File: config.mk
export PLATFORM = sky130hd
export DESIGN_NAME = hazard_unit
export DESIGN_NICKNAME = d
export VERILOG_FILES = /design/src/rtl/hazard_unit.sv
export SDC_FILE = /design/constraint.sdc
export NUM_CORES = 1
export LEC_CHECK = 0
export ABC_AREA = 0
export BUFFER_PORTS_ARGS = -buffer_cell sky130_fd_sc_hd__clkbuf_2
export CELL_PAD_IN_SITES_DETAIL_PLACEMENT = 1
export CELL_PAD_IN_SITES_GLOBAL_PLACEMENT = 1
export CORE_ASPECT_RATIO = 1.4
export CORE_MARGIN = 2
export CORE_UTILIZATION = 31
export DETAILED_ROUTE_END_ITERATION = 8
export GPL_TIMING_DRIVEN = 0
export PLACE_DENSITY = 0.86
export RECOVER_POWER = 100
export SLEW_MARGIN = 20
export SYNTH_ARGS = -nofsm -noshare
export SYNTH_HDL_FRONTEND = slang
export SYNTH_SLANG_ARGS = --single-unit
File: constraint.sdc
create_clock -name clk -period 1.87 [get_ports clk]
set_input_delay 0 -clock clk [delete_from_list [all_inputs] [get_ports clk]]
set_output_delay 0 -clock clk [all_outputs]
set_load 0.005 [all_outputs]
File: src/rtl/hazard_unit.sv
// Pipeline hazard controller for the 5-stage MIPS32 core.
// It drives the operand-forwarding selects for execute and decode, and the
// stall/flush controls for load-use, branch-compare and mult/div hazards.
// A small FSM with a down-counter tracks the multi-cycle mult/div unit.
module hazard_unit #(
    parameter int unsigned MULT_CYCLES = 4,
    parameter int unsigned DIV_CYCLES  = 32,
    parameter int unsigned CNT_W       = 6
) (
    input  logic       clk,
    input  logic       reset_n,
    input  logic [4:0] rs_d,
    input  logic [4:0] rt_d,
    input  logic [4:0] rs_e,
    input  logic [4:0] rt_e,
    input  logic [4:0] write_reg_e,
    input  logic [4:0] write_reg_m,
    input  logic [4:0] write_reg_w,
    input  logic       reg_write_e,
    input  logic       reg_write_m,
    input  logic       reg_write_w,
    input  logic       mem_to_reg_e,
    input  logic       mem_to_reg_m,
    input  logic       branch_d,
    input  logic       md_start_d,
    input  logic       md_read_d,
    input  logic       md_start_e,
    input  logic       md_op_e,
    output logic [1:0] forward_a_e,
    output logic [1:0] forward_b_e,
    output logic       forward_a_d,
    output logic       forward_b_d,
    output logic       stall_f,
    output logic       stall_d,
    output logic       flush_e,
    output logic       md_busy
);

    localparam logic [1:0] FwdRegfile = 2'b00;
    localparam logic [1:0] FwdWb      = 2'b01;
    localparam logic [1:0] FwdMem     = 2'b11;

    localparam logic [CNT_W-1:0] MultLoad = CNT_W'(MULT_CYCLES);
    localparam logic [CNT_W-1:0] DivLoad  = CNT_W'(DIV_CYCLES);
    localparam logic [CNT_W-1:0] CntOne   = CNT_W'(1);

    typedef enum logic [0:0] {StIdle, StBusy} md_state_e;

    md_state_e        state;
    logic [CNT_W-1:0] cnt;

    logic lw_stall;
    logic br_stall;
    logic md_stall;
    logic md_busy_eff;

    // Execute-stage operand selects; memory stage has priority as it is younger.
    always_comb begin
        forward_a_e = FwdRegfile;
        forward_b_e = FwdRegfile;
        if (rs_e != 5'd0 && reg_write_m && write_reg_m == rs_e) begin
            forward_a_e = FwdMem;
        end else if (rs_e != 5'd0 && reg_write_w && write_reg_w == rs_e) begin
            forward_a_e = FwdWb;
        end
        if (rt_e != 5'd0 && reg_write_m && write_reg_m == rt_e) begin
            forward_b_e = FwdMem;
        end else if (rt_e != 5'd0 && reg_write_w && write_reg_w == rt_e) begin
            forward_b_e = FwdWb;
        end
    end

    // Decode-stage branch-compare selects and the three stall sources.
    always_comb begin
        forward_a_d = (rs_d != 5'd0) && reg_write_m && (write_reg_m == rs_d);
        forward_b_d = (rt_d != 5'd0) && reg_write_m && (write_reg_m == rt_d);

        lw_stall = mem_to_reg_e && ((rt_e == rs_d) || (rt_e == rt_d));

        br_stall = branch_d &&
                   ((reg_write_e && ((write_reg_e == rs_d) || (write_reg_e == rt_d))) ||
                    (mem_to_reg_m && ((write_reg_m == rs_d) || (write_reg_m == rt_d))));

        // A busy unit held in reset is about to be cleared, so it must not stall.
        md_busy_eff = md_busy && reset_n;
        md_stall    = (md_read_d || md_start_d) && (md_busy_eff || md_start_e);

        stall_f = lw_stall || br_stall || md_stall;
        stall_d = stall_f;
        flush_e = stall_f;
    end

    // Mult/div occupancy FSM; md_busy is registered alongside the state.
    always_ff @(posedge clk) begin
        if (!reset_n) begin
            state   <= StIdle;
            cnt     <= '0;
            md_busy <= 1'b0;
        end else begin
            unique case (state)
                StIdle: begin
                    if (md_start_e) begin
                        state   <= StBusy;
                        cnt     <= md_op_e ? DivLoad : MultLoad;
                        md_busy <= 1'b1;
                    end
                end
                StBusy: begin
                    // A start seen here is ignored; the running count continues.
                    if (cnt <= CntOne) begin
                        state   <= StIdle;
                        cnt     <= '0;
                        md_busy <= 1'b0;
                    end else begin
                        cnt <= cnt - CntOne;
                    end
                end
                default: begin
                    state   <= StIdle;
                    cnt     <= '0;
                    md_busy <= 1'b0;
                end
            endcase
        end
    end

endmodule

==> metrics.yaml <==
slew_violations: 0
syn_inst: 145
htree_levels: 1
reg2reg_from: "cnt[0]$_SDFFE_PN0P_"
worstHoldEndpoint: "cnt[3]$_SDFFE_PN0P_"
ir_drop_mv: 0.412
grt_max_degree: 10
hold_violations: 0
synth_enable_flop_cells: 0
timing.final.crit_share_pct: 83.5
max_cap_viol_count: 0
ys_seq_elements: 8
area_growth_pct: 29.5
wl_per_cell_microns: 16.1
hp-class: "in2reg"
postCtsSetupBuffers: 0
final-setup-viol-count: 0
gp_congestion: 0.832
worstPathArrival_ns: 1.74
period_needed_ns: 1.56
hold_depth: 2
cts_tree: "built"
ant_nets: 0
hold_buffers: 0
worst_hold_startpoint: "reset_n"
fmax_ghz: 0.640
synthArstFlopShare_pct: 0
dp.cells: 235
root_buffer: "clkbuf_8"
r2r_cells: 6
crit_fanout: 5
grt_antenna_before_repair: 0
routed_wl_microns: 3820
p_leak_uw: 0.000631
worst_pin_slew_ns: 0.369
clkLatencyLatePin_ns: 0.23
antenna_cells: 0
avgSynthCellArea_sq_um: 7.78
ys_seq_area_share_pct: 14.2
cp-start-kind: "flip-flop"
vias_per_cell: 5.22
r2r-end: "cnt[0]$_SDFFE_PN0P_"
finish.utilization_pct: 42.5
rsz0062_at_grt: "false"
clkSinkCount: 8
rows: 25
critical_path_class: "reg2reg"
tns_ns: 0
place.port_buffers: 50
die_area_sq_um: 4150
clockBufferDepth: 2
status: "finished, final reports clean"
relSlewSlack_pct: 75.2
synthFlopType: "dfxtp_1"
yosysUniqueCellTypes: 34
rrSetupSlack_ns: 0.31
hpwl_microns: 3200
grt_usage_pct: 19.5
drive_gt1_share_pct: 29.3
io_pins: 57
synth_nets: 194
fp.dieH_microns: 75.4
initial_core_util_pct: 32.8
grt_pass1_wl_microns: 5930
post_cts_resize_count: 0
syn-cell-area_sq_um: 1130
finalNetCount: 249
grt_overflow_total: 0
cts_made_buffers: 3
yosys_warnings: 0
remaining_drc_errors: 0
coreArea_sq_um: 3440
drtPass1Iterations: 6
first_iter_violations: 17
die_w_microns: 55.0
cp.required_ns: 2.05
powerDensity_nw_per_um2: 575
clk_pin_slew_worst_paths_ns: 0.04
vias: 1243
fin_skew_ns: 0.000859
final_cells: 238
cp-end-kind: "flip-flop"
first_global_vias: 1298
## flip-flops by register name (all words and copies together), names as in the netlist
signal	count
md_busy	1
cnt	6
state	1
## worst max-delay path by stage
stage / from / to
6_report: cnt[0]$_SDFFE_PN0P_ / cnt[0]$_SDFFE_PN0P_
5_1_grt: cnt[0]$_SDFFE_PN0P_ / cnt[0]$_SDFFE_PN0P_
4_1_cts: cnt[0]$_SDFFE_PN0P_ / cnt[0]$_SDFFE_PN0P_
3_5_place_dp: cnt[0]$_SDFFE_PN0P_ / cnt[2]$_SDFFE_PN0P_
3_3_place_gp: cnt[0]$_SDFFE_PN0P_ / cnt[2]$_SDFFE_PN0P_
2_1_floorplan: cnt[0]$_SDFFE_PN0P_ / cnt[2]$_SDFFE_PN0P_
## cell families after synthesis
logic type,count (synthesis),share of synthesized area (%)
AND/OR/NAND/NOR,54,27.2
XOR/XNOR,52,40.4
AO/OA/AOI/OAI,17,9.76
buffers and inverters,11,5.43
flip-flops,8,14.2
adder cells (fa/ha/maj),2,2.22
multiplexers,1,0.887
## Yosys cell counts (all sizes together) (3+ instances only)
cell type / instances / area [sq um]
xnor2: 26 / 228
xor2: 26 / 228
nor2: 10 / 40.0
dfxtp: 8 / 160
buf: 7 / 46.3
nor4: 7 / 43.8
nand4: 6 / 37.5
o21ai: 6 / 30.0
nand2: 5 / 18.8
nand3: 5 / 25.0
nor3: 5 / 30.0
and2: 4 / 25.0
or4: 4 / 33.8
a21oi: 3 / 15.0
nand2b: 3 / 18.8
nor2b: 3 / 18.8
## area by class of cell
| cell class | instances | area [sq um] |
|---|---|---|
| inverter | 2 | 7.51 |
| clock buffer | 3 | 41.3 |
| tap | 40 | 50.0 |
| fill | 461 | 1980 |
| sequential | 8 | 160 |
| buffer | 9 | 53.8 |
| multi-input combinational | 126 | 905 |
| timing repair buffer | 50 | 244 |
## layer usage
layer	GRT usage (%)	up-vias	part of all wire, %
met2	37.8	42	56
li1	-	609	-
met3	2.35	4	4.5
met4	6.50	0	0.94
met1	20.9	588	39
met5	0	-	0
## stage by stage
| stage | setup slack [ns] | instance area (sq um) | power, uW | hold WS, ns |
|---|---|---|---|---|
| 2_1_floorplan | 0.533 | 1130 | 477 | 0.0994 |
| 3_3_place_gp | 0.398 | 1430 | 608 | 0.326 |
| 3_5_place_dp | 0.356 | 1430 | 628 | 0.343 |
| 4_1_cts | 0.318 | 1470 | 850 | 0.0954 |
| 5_1_grt | 0.176 | 1460 | 905 | 0.120 |
| 6_report | 0.308 | 1460 | 841 | 0.0999 |
## layout by cell type, fill, tap and decap left out, types with 2 or more instances in the layout
master     n
clkbuf_2  45
nand3_1    5
clkbuf_4   2
inv_1      2
nand2b_1   3
nor2b_1    3
and2_0     4
or4_1      3
nor4_1     7
ha_1       2
a21oi_1    3
nor2_1    10
clkbuf_8   3
o21ai_0    6
clkbuf_1   7
nand2_1    5
o21a_1     2
xor2_1    26
dfxtp_1    8
buf_2      4
xnor2_1   26
nor3_1     4
nand4_1    6
## power breakdown
group	leakage, uW	switching (uW)	internal, uW
logic	0.000544	211	195
clock network	0.0000216	77.7	140
registers	0.0000657	22.6	195
## critical path, cell delays in order, from the launching register on
cell and delay (ns):
dfxtp_1 0.39, inv_1 0.06, ha_1 0.22, o21a_1 0.20
nand2b_1 0.23, o21ai_0 0.24, and2_0 0.15
(Power assumes the default switching activity.)
